File: src/rtl/mbist_mem_router.sv
`default_nettype none
// +-----------------------------------------------------------------------------+
// | mbist_mem_router: routes MBIST accesses to NUM_MEM memories, returns tagged  |
// | read data and drains in-flight reads on select change. Option: MBIST_BROADCAST_EN |
// | Revision: 1.0                                                                |
// +-----------------------------------------------------------------------------+
module mbist_mem_router #(
  parameter int DATA_WIDTH = 64,
  parameter int ADDR_WIDTH = 16,
  parameter int NUM_MEM    = 4,
  parameter int SEL_WIDTH  = 3,
  parameter int RD_LATENCY = 1
) (
  input  logic                             clk,
  input  logic                             rst_n,
`ifdef MBIST_BROADCAST_EN
  input  logic                             broadcast_mbist,
  output logic                             miscompare_mbist,
`endif
  input  logic [SEL_WIDTH-1:0]             memory_sel,
  input  logic                             req_mbist,
  input  logic                             write_read_mbist,
  input  logic [ADDR_WIDTH-1:0]            address_mbist,
  input  logic [DATA_WIDTH-1:0]            wdata_mbist,
  output logic                             ready_mbist,
  output logic [DATA_WIDTH-1:0]            rdata_mbist,
  output logic                             rvalid_mbist,
  output logic                             sel_err,
  output logic [NUM_MEM-1:0]               req_mem,
  output logic [NUM_MEM-1:0]               write_read_mem,
  output logic [NUM_MEM*ADDR_WIDTH-1:0]    address_mem,
  output logic [NUM_MEM*DATA_WIDTH-1:0]    wdata_mem,
  input  logic [NUM_MEM*DATA_WIDTH-1:0]    rdata_mem
);

  localparam int DEPTH = RD_LATENCY + 1;
  localparam int CNT_W = $clog2(RD_LATENCY + 3);
  localparam logic [SEL_WIDTH:0] NUM_MEM_C = (SEL_WIDTH+1)'(NUM_MEM);

  localparam logic [1:0] ST_IDLE  = 2'd0;
  localparam logic [1:0] ST_BUSY  = 2'd1;
  localparam logic [1:0] ST_DRAIN = 2'd2;

  logic                             bcast;
  logic [1:0]                       state_q, state_d;
  logic [SEL_WIDTH-1:0]             cur_sel_q, cur_sel_d;
  logic [CNT_W-1:0]                 cnt_q, cnt_d;
  logic [DEPTH-1:0]                 tag_vld_q, tag_vld_d;
  logic [DEPTH-1:0][SEL_WIDTH-1:0]  tag_sel_q, tag_sel_d;
  logic [NUM_MEM-1:0]               req_q, req_d, wr_q, wr_d;
  logic [NUM_MEM*ADDR_WIDTH-1:0]    addr_q, addr_d;
  logic [NUM_MEM*DATA_WIDTH-1:0]    wdata_q, wdata_d;
  logic [DATA_WIDTH-1:0]            rdata_q, rdata_d;
  logic                             rvalid_q, rvalid_d;
  logic                             sel_err_q, sel_err_d;
  logic                             sel_ok, sel_hit, accept, rd_push, ret;

`ifdef MBIST_BROADCAST_EN
  assign bcast = broadcast_mbist;
`else
  assign bcast = 1'b0;
`endif

  assign sel_ok  = {1'b0, memory_sel} < NUM_MEM_C;
  assign sel_hit = (memory_sel == cur_sel_q);
  assign accept  = req_mbist & ready_mbist;
  // Out-of-range reads are consumed without a strobe, so nothing comes back to track.
  assign rd_push = accept & ~write_read_mbist & (bcast | sel_ok);
  assign ret     = tag_vld_q[DEPTH-1];

  always_comb begin
    ready_mbist = 1'b0;
    case (state_q)
      ST_IDLE: ready_mbist = 1'b1;
      ST_BUSY: ready_mbist = bcast | ~req_mbist | sel_hit;
      default: ready_mbist = 1'b0;
    endcase
  end

  always_comb begin
    req_d   = '0;
    wr_d    = '0;
    addr_d  = '0;
    wdata_d = '0;
    for (int i = 0; i < NUM_MEM; i++) begin
      if (accept && (bcast || memory_sel == SEL_WIDTH'(i))) begin
        req_d[i]                             = 1'b1;
        wr_d[i]                              = write_read_mbist;
        addr_d[i*ADDR_WIDTH +: ADDR_WIDTH]   = address_mbist;
        wdata_d[i*DATA_WIDTH +: DATA_WIDTH]  = wdata_mbist;
      end
    end
  end

  // Broadcast reads are tagged as channel 0, which is the channel returned.
  always_comb begin
    tag_vld_d    = {tag_vld_q[DEPTH-2:0], rd_push};
    tag_sel_d    = '0;
    tag_sel_d[0] = bcast ? '0 : memory_sel;
    for (int k = 1; k < DEPTH; k++) tag_sel_d[k] = tag_sel_q[k-1];
  end

  always_comb begin
    rdata_d  = rdata_q;
    rvalid_d = ret;
    if (ret) begin
      for (int i = 0; i < NUM_MEM; i++) begin
        if (tag_sel_q[DEPTH-1] == SEL_WIDTH'(i)) rdata_d = rdata_mem[i*DATA_WIDTH +: DATA_WIDTH];
      end
    end
  end

  always_comb begin
    case ({rd_push, ret})
      2'b10:   cnt_d = cnt_q + CNT_W'(1);
      2'b01:   cnt_d = cnt_q - CNT_W'(1);
      default: cnt_d = cnt_q;
    endcase
  end

  always_comb begin
    state_d   = state_q;
    cur_sel_d = cur_sel_q;
    sel_err_d = sel_err_q | (accept & ~bcast & ~sel_ok);
    if (accept && !bcast) cur_sel_d = memory_sel;
    case (state_q)
      ST_IDLE:  if (rd_push) state_d = ST_BUSY;
      ST_BUSY: begin
        if (cnt_d == '0)                           state_d = ST_IDLE;
        else if (req_mbist && !bcast && !sel_hit)  state_d = ST_DRAIN;
      end
      ST_DRAIN: if (cnt_d == '0) state_d = ST_IDLE;
      default:  state_d = ST_IDLE;
    endcase
  end

  always_ff @(posedge clk or negedge rst_n) begin
    if (!rst_n) begin
      state_q   <= ST_IDLE;
      cur_sel_q <= '0;
      cnt_q     <= '0;
      tag_vld_q <= '0;
      tag_sel_q <= '0;
      req_q     <= '0;
      wr_q      <= '0;
      addr_q    <= '0;
      wdata_q   <= '0;
      rdata_q   <= '0;
      rvalid_q  <= 1'b0;
      sel_err_q <= 1'b0;
    end else begin
      state_q   <= state_d;
      cur_sel_q <= cur_sel_d;
      cnt_q     <= cnt_d;
      tag_vld_q <= tag_vld_d;
      tag_sel_q <= tag_sel_d;
      req_q     <= req_d;
      wr_q      <= wr_d;
      addr_q    <= addr_d;
      wdata_q   <= wdata_d;
      rdata_q   <= rdata_d;
      rvalid_q  <= rvalid_d;
      sel_err_q <= sel_err_d;
    end
  end

`ifdef MBIST_BROADCAST_EN
  logic [DEPTH-1:0] tag_bc_q, tag_bc_d;
  logic             miscmp_q, miscmp_d;

  always_comb begin
    tag_bc_d = {tag_bc_q[DEPTH-2:0], rd_push & bcast};
    miscmp_d = 1'b0;
    if (ret && tag_bc_q[DEPTH-1]) begin
      for (int i = 1; i < NUM_MEM; i++) begin
        if (rdata_mem[i*DATA_WIDTH +: DATA_WIDTH] != rdata_mem[DATA_WIDTH-1:0]) miscmp_d = 1'b1;
      end
    end
  end

  always_ff @(posedge clk or negedge rst_n) begin
    if (!rst_n) begin
      tag_bc_q <= '0;
      miscmp_q <= 1'b0;
    end else begin
      tag_bc_q <= tag_bc_d;
      miscmp_q <= miscmp_d;
    end
  end

  assign miscompare_mbist = miscmp_q;
`endif

  assign req_mem        = req_q;
  assign write_read_mem = wr_q;
  assign address_mem    = addr_q;
  assign wdata_mem      = wdata_q;
  assign rdata_mbist    = rdata_q;
  assign rvalid_mbist   = rvalid_q;
  assign sel_err        = sel_err_q;

endmodule
`default_nettype wire

File: config.mk
export PLATFORM = sky130hd
export DESIGN_NAME = mbist_mem_router
export DESIGN_NICKNAME = d
export VERILOG_FILES = /design/src/rtl/mbist_mem_router.sv
export SDC_FILE = /design/constraint.sdc
export NUM_CORES = 1
export LEC_CHECK = 0
export ABC_AREA = 1
export CORE_AREA = 4 4 283 285
export CTS_BUF_LIST = sky130_fd_sc_hd__clkbuf_8 sky130_fd_sc_hd__clkbuf_16
export DETAILED_ROUTE_END_ITERATION = 10
export DIE_AREA = 0 0 287 289
export GPL_TIMING_DRIVEN = 0
export PLACE_DENSITY = 0.49
export SETUP_SLACK_MARGIN = 0.05
export SLEW_MARGIN = 20
export SYNTH_ARGS = -nofsm -noshare
export SYNTH_HDL_FRONTEND = slang
export SYNTH_SLANG_ARGS = --single-unit
File: constraint.sdc
create_clock -name clk -period 2.1 [get_ports clk]
set_input_delay 0.42 -clock clk [delete_from_list [all_inputs] [get_ports clk]]
set_output_delay 0.42 -clock clk [all_outputs]
set_load 0.02 [all_outputs]
==> results of run 1 <==
kinds of logic after synthesis:
kind of cell	Yosys count	synth area share [%]
AND/OR/NAND/NOR	569	14.11
AO/OA/AOI/OAI	257	9.116
adder cells (fa/ha/maj)	1	0.07864
buffers and inverters	451	12.25
XOR/XNOR	2	0.1101
flip-flops	409	64.34
per-stage QoR:
stage	cells	hold slack [ps]
final	3564	-206.2
after global routing	3564	-168.4
after CTS	3560	-199.4
after detailed placement	3470	334.7
after global placement	3466	331.9
after floorplan	1689	124.4
path summary, 6_finish.rpt:
kind	start	endpoint	cells after the start
worst max-delay path	cur_sel_q[1]	ready_mbist	9
worst min-delay path	rst_n	wdata_mem[177]	1
worst max register to register	cur_sel_q[1]	state_q[1]	17
worst min register to register	tag_vld_q[0]	tag_vld_q[1]	0
max in group asynchronous	rst_n	rdata_mbist[25]	4
min in group clk	memory_sel[2]	tag_sel_d[5]	1
sequential cells by signal (all words and copies together), names as in the netlist:
| register | flops |
|---|---|
| rdata_mbist | 64 |
| tag_sel_d | 3 |
| rvalid_mbist | 1 |
| wdata_mem | 256 |
| sel_err | 1 |
| write_read_mem | 4 |
| tag_vld_q | 2 |
| cnt_q | 2 |
| address_mem | 64 |
| tag_sel_q | 3 |
| state_q | 2 |
| req_mem | 4 |
| cur_sel_q | 3 |
synthesized netlist by cell type (all sizes together):
library cell | n | area [um^2]
a21oi | 64 | 320.3
a31o | 1 | 8.760
buf | 51 | 446.7
clkbuf | 39 | 146.4
dfrtp | 409 | 10230
ha | 1 | 12.51
inv | 361 | 1355
nand2 | 154 | 604.3
nand3 | 13 | 115.1
nand4 | 3 | 18.77
nor2 | 394 | 1481
nor3 | 5 | 25.02
o211ai | 64 | 480.5
o21ai | 128 | 640.6
xnor2 | 1 | 8.760
xor2 | 1 | 8.760
layer usage:
layer | vias to the layer above | GRT usage [%] | wire (um)
met5 | - | 0 | 41
met4 | 6 | 5.153 | 2203
met3 | 110 | 7.994 | 8198
met2 | 551 | 27.85 | 33960
met1 | 6730 | 16.14 | 23770
li1 | 6630 | - | -
layout make-up:
| type | instances | area [um^2] | share of cell area (%) |
|---|---|---|---|
| Antenna cell | 1 | 2.502 | 0.009402 |
| Tap cell | 1040 | 1301 | 4.889 |
| Clock buffer | 60 | 1378 | 5.176 |
| Sequential cell | 409 | 10230 | 38.45 |
| Clock inverter | 28 | 304.0 | 1.142 |
| Multi-Input combinational cell | 829 | 3804 | 14.29 |
| Buffer | 90 | 640.6 | 2.407 |
| Timing Repair Buffer | 746 | 7597 | 28.54 |
| Inverter | 361 | 1355 | 5.091 |
power by group through the flow:
stage | clock network [mW] | logic, mW | registers, mW
floorplan | 0 | 1.46 | 10.1
global placement | 0 | 5.40 | 9.27
detailed placement | 0 | 5.46 | 9.27
CTS | 9.07 | 5.41 | 9.12
global route | 9.39 | 5.80 | 9.20
finish | 8.75 | 5.38 | 9.11
what timing repair did:
| action | in CTS | in global routing |
|---|---|---|
| hold endpoints to repair | 73 | 73 |
| setup endpoints to repair | 96 | 99 |
| pin swaps | 5 | 9 |
| gates resized for setup | 49 | 86 |
| setup buffers | 2 | 3 |
critical path: stages, from the launching register on:
cell and delay, ps:
dfrtp_1 360, inv_1 50, nand2_1 50, nand2_1 60
nor2_1 90, nand2_1 70, nand2_2 100, nand2_4 70
nand2_8 80, buf_12 140
==> summary.txt, run 1 <==
Outcome
  – Status: finished, violations left
  – Failing checks: hold timing

Clocking
  – CTS tree: done
  – Clock Path Buffers: 3
  – Worst skew pair latency: 580 ps
  – Clock Sinks: 409
  – Root buf cell: clkbuf_16
  – CTS H-tree lvls: 2
  – TritonCTS Buffers: 48
  – Clk slew on worst S/H paths: 60 ps

Final layout
  – Final Util: 34.42%
  – Final net count: 2829
  – Final instance area: 26620 um^2
  – Most frequent cells in the layout: 664 x clkdlybuf4s50_1, 409 x dfrtp_1, 393 x nor2_1
  – Fill count: 8014
  – Synth-to-layout area growth: 67.32%
  – Commonest non-fill, non-tap cell in the layout: clkdlybuf4s50_1
  – Share of layout cells above drive strength 1: 7.729%

Logic synthesis
  – Post-Synthesis Cells: 1689
  – Syn avg cell area: 9.418 um^2
  – Ys Warns: 0
  – Sequential share of the synthesized area: 64.34%
  – Syn Std Cell Area: 15910 um^2
  – Post-synthesis register bit count: 409
  – Synth cell types: 26
  – Syn Nets: 2033

Detailed routing
  – Via count: 14030
  – DRT Wirelength: 68.18 mm
  – Post-DRT Antenna Nets: 0
  – DR vias/cell: 3.936
  – 1st-iter DRT viols: 405
  – Detailed-route DRC error count: 0
  – First-pass DRT Iterations: 5
  – Avg WL per Cell: 19.13 um

Critical path
  – Worst path required time: 1680 ps
  – Setup crit end kind: output pin
  – CP max FO: 4
  – Crit path launch type: flop
  – Crit path arrival time: 1640 ps
  – Flop2flop setup slack: 130 ps
  – Critical path class: flop to output pin

Power and ir drop
  – Psw: 6.883 mW
  – Maximum vdd drop: 0.6147 mV
  – Clock share of power: 37.6%
  – Final Total Pwr: 23.23 mW
  – Pleak: 13.88 nW
  – Power per cell area: 872.9 nW/um^2
  – Comb power frac: 23.1%
  – Internal Pwr Total: 16.35 mW
  – Reg power frac: 39.2%
  – Switching Fraction: 29.63%

GRT
  – Antenna violations before repair: 5
  – Total GRT Usage: 15.73%
  – Number of global-route vias before repair: 15310
  – GRT Residual Overflow: 0
  – Largest net degree at the start of global routing: 100
  – First-pass GRT wire length: 98.20 mm

Placed design
  – Port Buffers: 737
  – Area after DPL: 24760 um^2
  – GP Congestion: 0.9361
  – Place WS: -1102 ps
  – Hpwl dp: 53.39 mm

Floorplanning
  – Core area: 77340 um^2
  – Die Wd: 287 um
  – # IOs: 738
  – Overall die height: 289 um
  – Initial core utilization: 20.57%
  – Die area: 82940 um^2
  – Standard-cell row count: 102

STA
  – Max Clock Freq: 485.2 MHz
  – Fin crit share: 98.15%
  – Final hold viol count: 73
  – Slew Viols, Final: 0
  – # setup viols final: 0
  – Worst Tran Pin Value: 619.9 ps
  – Layout Skew: 8.475 ps
  – Setup TNS: 0 ps
  – Worst Slack Setup Final: 38.95 ps
  – Worst hold slack: -206.2 ps
  – Relative slew slack: 58.67%
  – RSZ-0062 raised after global routing: true
  – Crit path time final: 2061 ps

Worst hold path
  – Worst min path class: primary input to asynchronous set/reset pin

Run
  – Max-cap violations: 0
Power figures use the tool's default switching activity.
==> run 2, diff against run 1 <==
CORE_AREA = 2 2 289 291   (was 4 4 283 285)
DIE_AREA = 0 0 291 293   (was 0 0 287 289)
PLACE_DENSITY = 0.47   (was 0.49)
==> summary.txt, run 2 (same netlist as run 1, synthesis figures left out) <==
Critical path
  – CP dominant cell by count: nand2_1
  – R2R Path Start: cur_sel_q[2]
  – Setup crit end kind: flop
  – Crit path launch type: flop
  – Reg2reg end: state_q[1]
  – Delay-heaviest family, CP: simple AND/OR/NAND/NOR gates
  – Flop2flop setup slack: 50 ps
  – CP max FO: 3
  – Worst Reg-to-Reg Cells: 17
  – Crit-path cells: inv_1 -> nand2_1 -> nand2_1 -> nor2_1 -> nand2_1 -> nand2_2 -> nand2_4 -> nand2_8 -> buf_12 -> nand3_4 -> ha_4 -> xor2_4 -> nand3_4 -> nand2_1 -> inv_1 -> nand4_1 -> nand2_1
  – Slowest CP cell: dfrtp_1
  – Critical Path Stages: 17
  – Buf/Inv on CP: 3
  – Critical path class: flop to flop
  – CP peak stage delay: 380 ps
  – Crit path arrival time: 2540 ps
  – Worst path required time: 2590 ps

Power and ir drop
  – Comb power frac: 23.5%
  – Switching Fraction: 30.01%
  – Internal Pwr Total: 16.34 mW
  – Clock share of power: 37.5%
  – Psw: 7.007 mW
  – Pleak: 14.07 nW
  – Maximum vdd drop: 0.6585 mV
  – Final Total Pwr: 23.35 mW
  – Reg power frac: 39.0%
  – Power per cell area: 869.2 nW/um^2

Final layout
  – Max FFs per register: 256
  – Most frequent cells in the layout: 645 x clkdlybuf4s50_1, 409 x dfrtp_1, 392 x nor2_1
  – Commonest non-fill, non-tap cell in the layout: clkdlybuf4s50_1
  – Final Util: 32.82%
  – Share of layout cells above drive strength 1: 8.429%
  – Fill count: 8539
  – Final net count: 2843
  – Synth-to-layout area growth: 68.87%

Detailed routing
  – First-pass DRT Iterations: 4
  – Post-DRT Antenna Nets: 0
  – Via count: 14210
  – Avg WL per Cell: 18.74 um
  – DRT Wirelength: 67.68 mm
  – M1 WL: 25.38 mm
  – Max Used Layer: met5
  – DR vias/cell: 3.934
  – Detailed-route DRC error count: 0
  – WL met3: 6.952 mm
  – 1st-iter DRT viols: 422
  – Met2 wire length: 33.77 mm

Floorplanning
  – Initial core utilization: 19.44%
  – Die area: 85260 um^2
  – Standard-cell row count: 105
  – Core area: 81850 um^2
  – Overall die height: 293 um
  – # IOs: 738
  – Die Wd: 291 um

Clocking
  – Root buf cell: clkbuf_16
  – CTS tree: done
  – CTS H-tree lvls: 2
  – Clock Sinks: 409
  – TritonCTS Buffers: 49
  – Worst skew pair latency: 600 ps
  – Clk slew on worst S/H paths: 60 ps
  – Clock Path Buffers: 3

STA
  – Max Clock Freq: 487.2 MHz
  – Relative slew slack: 63.34%
  – Crit path time final: 2052 ps
  – # setup viols final: 0
  – Final hold viol count: 61
  – RSZ-0062 raised after global routing: true
  – Fin crit share: 97.73%
  – Slew Viols, Final: 0
  – Worst hold slack: -231.0 ps
  – Layout Skew: 34.36 ps
  – Worst Tran Pin Value: 550.0 ps

GRT
  – Number of global-route vias before repair: 15260
  – Antenna violations before repair: 4
  – Largest net degree at the start of global routing: 95
  – First-pass GRT wire length: 98.88 mm
  – Total GRT Usage: 15.39%
  – GRT Residual Overflow: 0

Placed design
  – GP Congestion: 0.8756
  – Hpwl dp: 52.45 mm
  – Port Buffers: 737

Run
  – Max-cap violations: 0

Outcome
  – Status: finished, violations left
  – Failing checks: hold timing

Worst hold path
  – Worst min path class: primary input to asynchronous set/reset pin
-- run 2: power by group through the flow --
stage / Clock [mW] / Sequential [mW] / Combinational (mW)
2_1_floorplan: 0 / 10.1 / 1.46
3_3_place_gp: 0 / 9.25 / 5.40
3_5_place_dp: 0 / 9.25 / 5.46
4_1_cts: 9.07 / 9.12 / 5.51
5_1_grt: 9.39 / 9.20 / 5.93
6_report: 8.75 / 9.10 / 5.49
-- run 2: through the flow --
| step | hold slack, ps | std cells | area [um^2] | setup slack (ps) | setup TNS (ps) |
|---|---|---|---|---|---|
| floorplan | 124.4 | 1689 | 15970 | 53.92 | 0 |
| global placement | 333.4 | 3496 | 24680 | -17630 | -7349770 |
| detailed placement | 335.6 | 3500 | 24800 | -918.2 | -192780 |
| CTS | -255.7 | 3597 | 26560 | -19.33 | -19.33 |
| global route | -231.9 | 3611 | 26860 | -175.0 | -468.4 |
| finish | -231.0 | 3612 | 26860 | 47.57 | 0 |
-- run 2: metal layers --
metal  global-route usage (%)  vias to the layer above
li1                         -                     6664
met1                    16.70                     6898
met2                    27.12                      554
met3                    6.755                       91
met4                    4.423                        2
met5                        0                        -
-- run 2: layout make-up --
class / instances / area (um^2) / area share [%]
Clock inverter: 25 / 240.2 / 0.8943
Inverter: 361 / 1355 / 5.044
Multi-Input combinational cell: 829 / 3809 / 14.18
Antenna cell: 3 / 7.507 / 0.02795
Timing Repair Buffer: 759 / 7749 / 28.84
Sequential cell: 409 / 10230 / 38.10
Clock buffer: 66 / 1471 / 5.477
Tap cell: 1070 / 1339 / 4.984
Buffer: 90 / 658.1 / 2.450
-- run 2: repair_timing --
item	4_1_cts	5_1_grt
buffers inserted	6	12
pin swaps	10	1
endpoints found under the setup margin	121	113
endpoints found under the hold margin	61	61
resized for setup	67	92
-- run 2: worst max path at each step --
stage	from	to	slack (ps)
global route	cur_sel_q[1]	state_q[1]	-170
CTS	cur_sel_q[2]	ready_mbist	-20
floorplan	memory_sel[2]	state_q[1]	50
finish	cur_sel_q[2]	state_q[1]	50
global placement	rst_n	rdata_mbist[24]	-17630
detailed placement	memory_sel[1]	ready_mbist	-920
-- run 2: worst register-to-register path: cells and delay by family, from the launching register on --
| kind | cells | cell delay, ps |
|---|---|---|
| and+or+nand+nor | 12 | 880 |
| DFF | 1 | 380 |
| adders and majority gates | 1 | 320 |
| buffers and inverters | 3 | 190 |
| xor gates and xnor gates | 1 | 180 |
==> run 3, diff against run 2 <==
REMOVE_ABC_BUFFERS = 1   (was not set)
==> summary.txt, run 3 (same netlist as run 1, synthesis figures left out) <==
STA
  – Fin crit share: 100.1%
  – Worst hold slack: -226.2 ps
  – Worst Slack Setup Final: -1.907 ps
  – Max Clock Freq: 475.8 MHz
  – Relative slew slack: 54.27%
  – Worst Tran Pin Value: 685.2 ps
  – Final hold viol count: 63
  – Layout Skew: 33.25 ps
  – RSZ-0062 raised after global routing: true
  – Slew Viols, Final: 0
  – # setup viols final: 1
  – Crit path time final: 2102 ps

Critical path
  – Setup crit end kind: output pin
  – CP max FO: 6
  – Worst path required time: 1680 ps
  – CP peak stage delay: 630 ps
  – Crit path launch type: primary input
  – Crit path arrival time: 1680 ps
  – Crit-path cells: clkdlybuf4s50_1 -> xnor2_1 -> nand2_1 -> nand2_2 -> nand2_4 -> nand2_8 -> buf_6
  – Critical path class: primary input to output pin
  – Slowest CP cell: clkdlybuf4s50_1

Power and ir drop
  – Pleak: 13.95 nW
  – Maximum vdd drop: 0.5724 mV
  – Final Total Pwr: 23.17 mW
  – Power per cell area: 860.8 nW/um^2

Detailed routing
  – Detailed-route DRC error count: 0
  – DR vias/cell: 3.902
  – First-pass DRT Iterations: 5
  – 1st-iter DRT viols: 587
  – Avg WL per Cell: 18.34 um
  – Post-DRT Antenna Nets: 0
  – Via count: 13910
  – DRT Wirelength: 65.36 mm

Floorplanning
  – Die Wd: 291 um
  – Standard-cell row count: 105
  – Die area: 85260 um^2
  – Overall die height: 293 um
  – # IOs: 738
  – Initial core utilization: 19.44%
  – Core area: 81850 um^2

Clocking
  – Worst skew pair latency: 590 ps
  – CTS tree: done
  – Clk slew on worst S/H paths: 60 ps
  – Clock Sinks: 409
  – Clock Path Buffers: 3
  – Root buf cell: clkbuf_16
  – CTS H-tree lvls: 2
  – TritonCTS Buffers: 48

Placed design
  – Port Buffers: 737
  – Hpwl dp: 45.97 mm
  – GP Congestion: 0.8618

Worst hold path
  – Worst min path class: primary input to asynchronous set/reset pin

Final layout
  – Commonest non-fill, non-tap cell in the layout: clkdlybuf4s50_1
  – Most frequent cells in the layout: 666 x clkdlybuf4s50_1, 407 x dfrtp_1, 388 x nor2_1
  – Max FFs per register: 256
  – Final Util: 32.89%
  – Final net count: 2801
  – FF/Latch Area: 10240 um^2
  – Multi-input logic area: 3894 um^2
  – Share of layout cells above drive strength 1: 7.470%
  – Fill count: 8501
  – Synth-to-layout area growth: 69.25%

GRT
  – Number of global-route vias before repair: 14840
  – Total GRT Usage: 14.70%
  – First-pass GRT wire length: 95.17 mm
  – Largest net degree at the start of global routing: 100
  – GRT Residual Overflow: 0
  – Antenna violations before repair: 9

Outcome
  – Status: finished, violations left
  – Failing checks: hold timing, setup timing

Run
  – Max-cap violations: 0
[run 3: cell count changes in the layout (fill, tap and decap cells not counted), moves of 10 or more]
cell	previous run	this run
buf_4	12	32
clkbuf_2	31	0
buf_2	11	0
dlymetal6s2s_1	42	29
clkbuf_1	13	0
buf_16	4	14
clkdlybuf4s50_1	645	666
buf_6	30	4
[run 3: critical path: cells and delay by family]
kind,cells,cell delay [ps]
and+or+nand+nor,4,350
xor gates and xnor gates,1,160
buffers and inverters,2,750
[run 3: final timing paths]
check / start / endpoint / slack, ps / depth (start not counted)
setup / recovery: memory_sel[0] / ready_mbist / -2 / 7
hold / removal: rst_n / wdata_mem[12] / -230 / 1
setup reg to reg: cur_sel_q[2] / address_mem[3] / 100 / 12
hold reg to reg: tag_sel_d[4] / tag_sel_q[4] / 350 / 0
max in group asynchronous: rst_n / tag_sel_q[5] / 550 / 4
min in group clk: memory_sel[1] / tag_sel_d[4] / 250 / 1
[run 3: what timing repair did]
action                                  CTS  global route
cloned                                    7             4
endpoints found under the setup margin  195           183
hold endpoints to repair                 63            63
pin swaps                                13            13
resized for setup                        83            41
buffers inserted                         22            11
[run 3: power by group]
group	internal [mW]	switching, mW
Clock	5.15	3.45
Sequential	8.67	0.428
Combinational	2.53	2.95
[run 3: through the flow]
stage	TNS [ps]	cell area (um^2)	instances	hold slack (ps)	setup WS, ps
6_report	-1.907	26920	3564	-226.2	-1.907
3_5_place_dp	-188580	24610	3435	336.3	-1060
4_1_cts	-23.37	26660	3546	-239.3	-23.37
5_1_grt	-1258	26920	3563	-206.3	-84.37
2_1_floorplan	-340810	15310	1599	124.4	-5325
3_3_place_gp	-8085550	24030	3406	332.2	-17430
[run 3: cell type report]
class / count / share of cell area, %
Sequential cell: 409 / 38.02
Timing Repair Buffer: 804 / 31.42
Multi-Input combinational cell: 833 / 14.46
Inverter: 361 / 5.042
Tap cell: 1070 / 4.973
Clock buffer: 55 / 4.819
Clock inverter: 28 / 1.218
Antenna cell: 4 / 0.03718
[run 3: routing by layer]
layer / GRT usage [%] / vias to the layer above / wire, um
met5: 0 / - / 35
met4: 5.181 / 6 / 2158
met3: 6.407 / 96 / 6482
met2: 24.90 / 544 / 31790
met1: 16.43 / 6664 / 24890
li1: - / 6596 / -
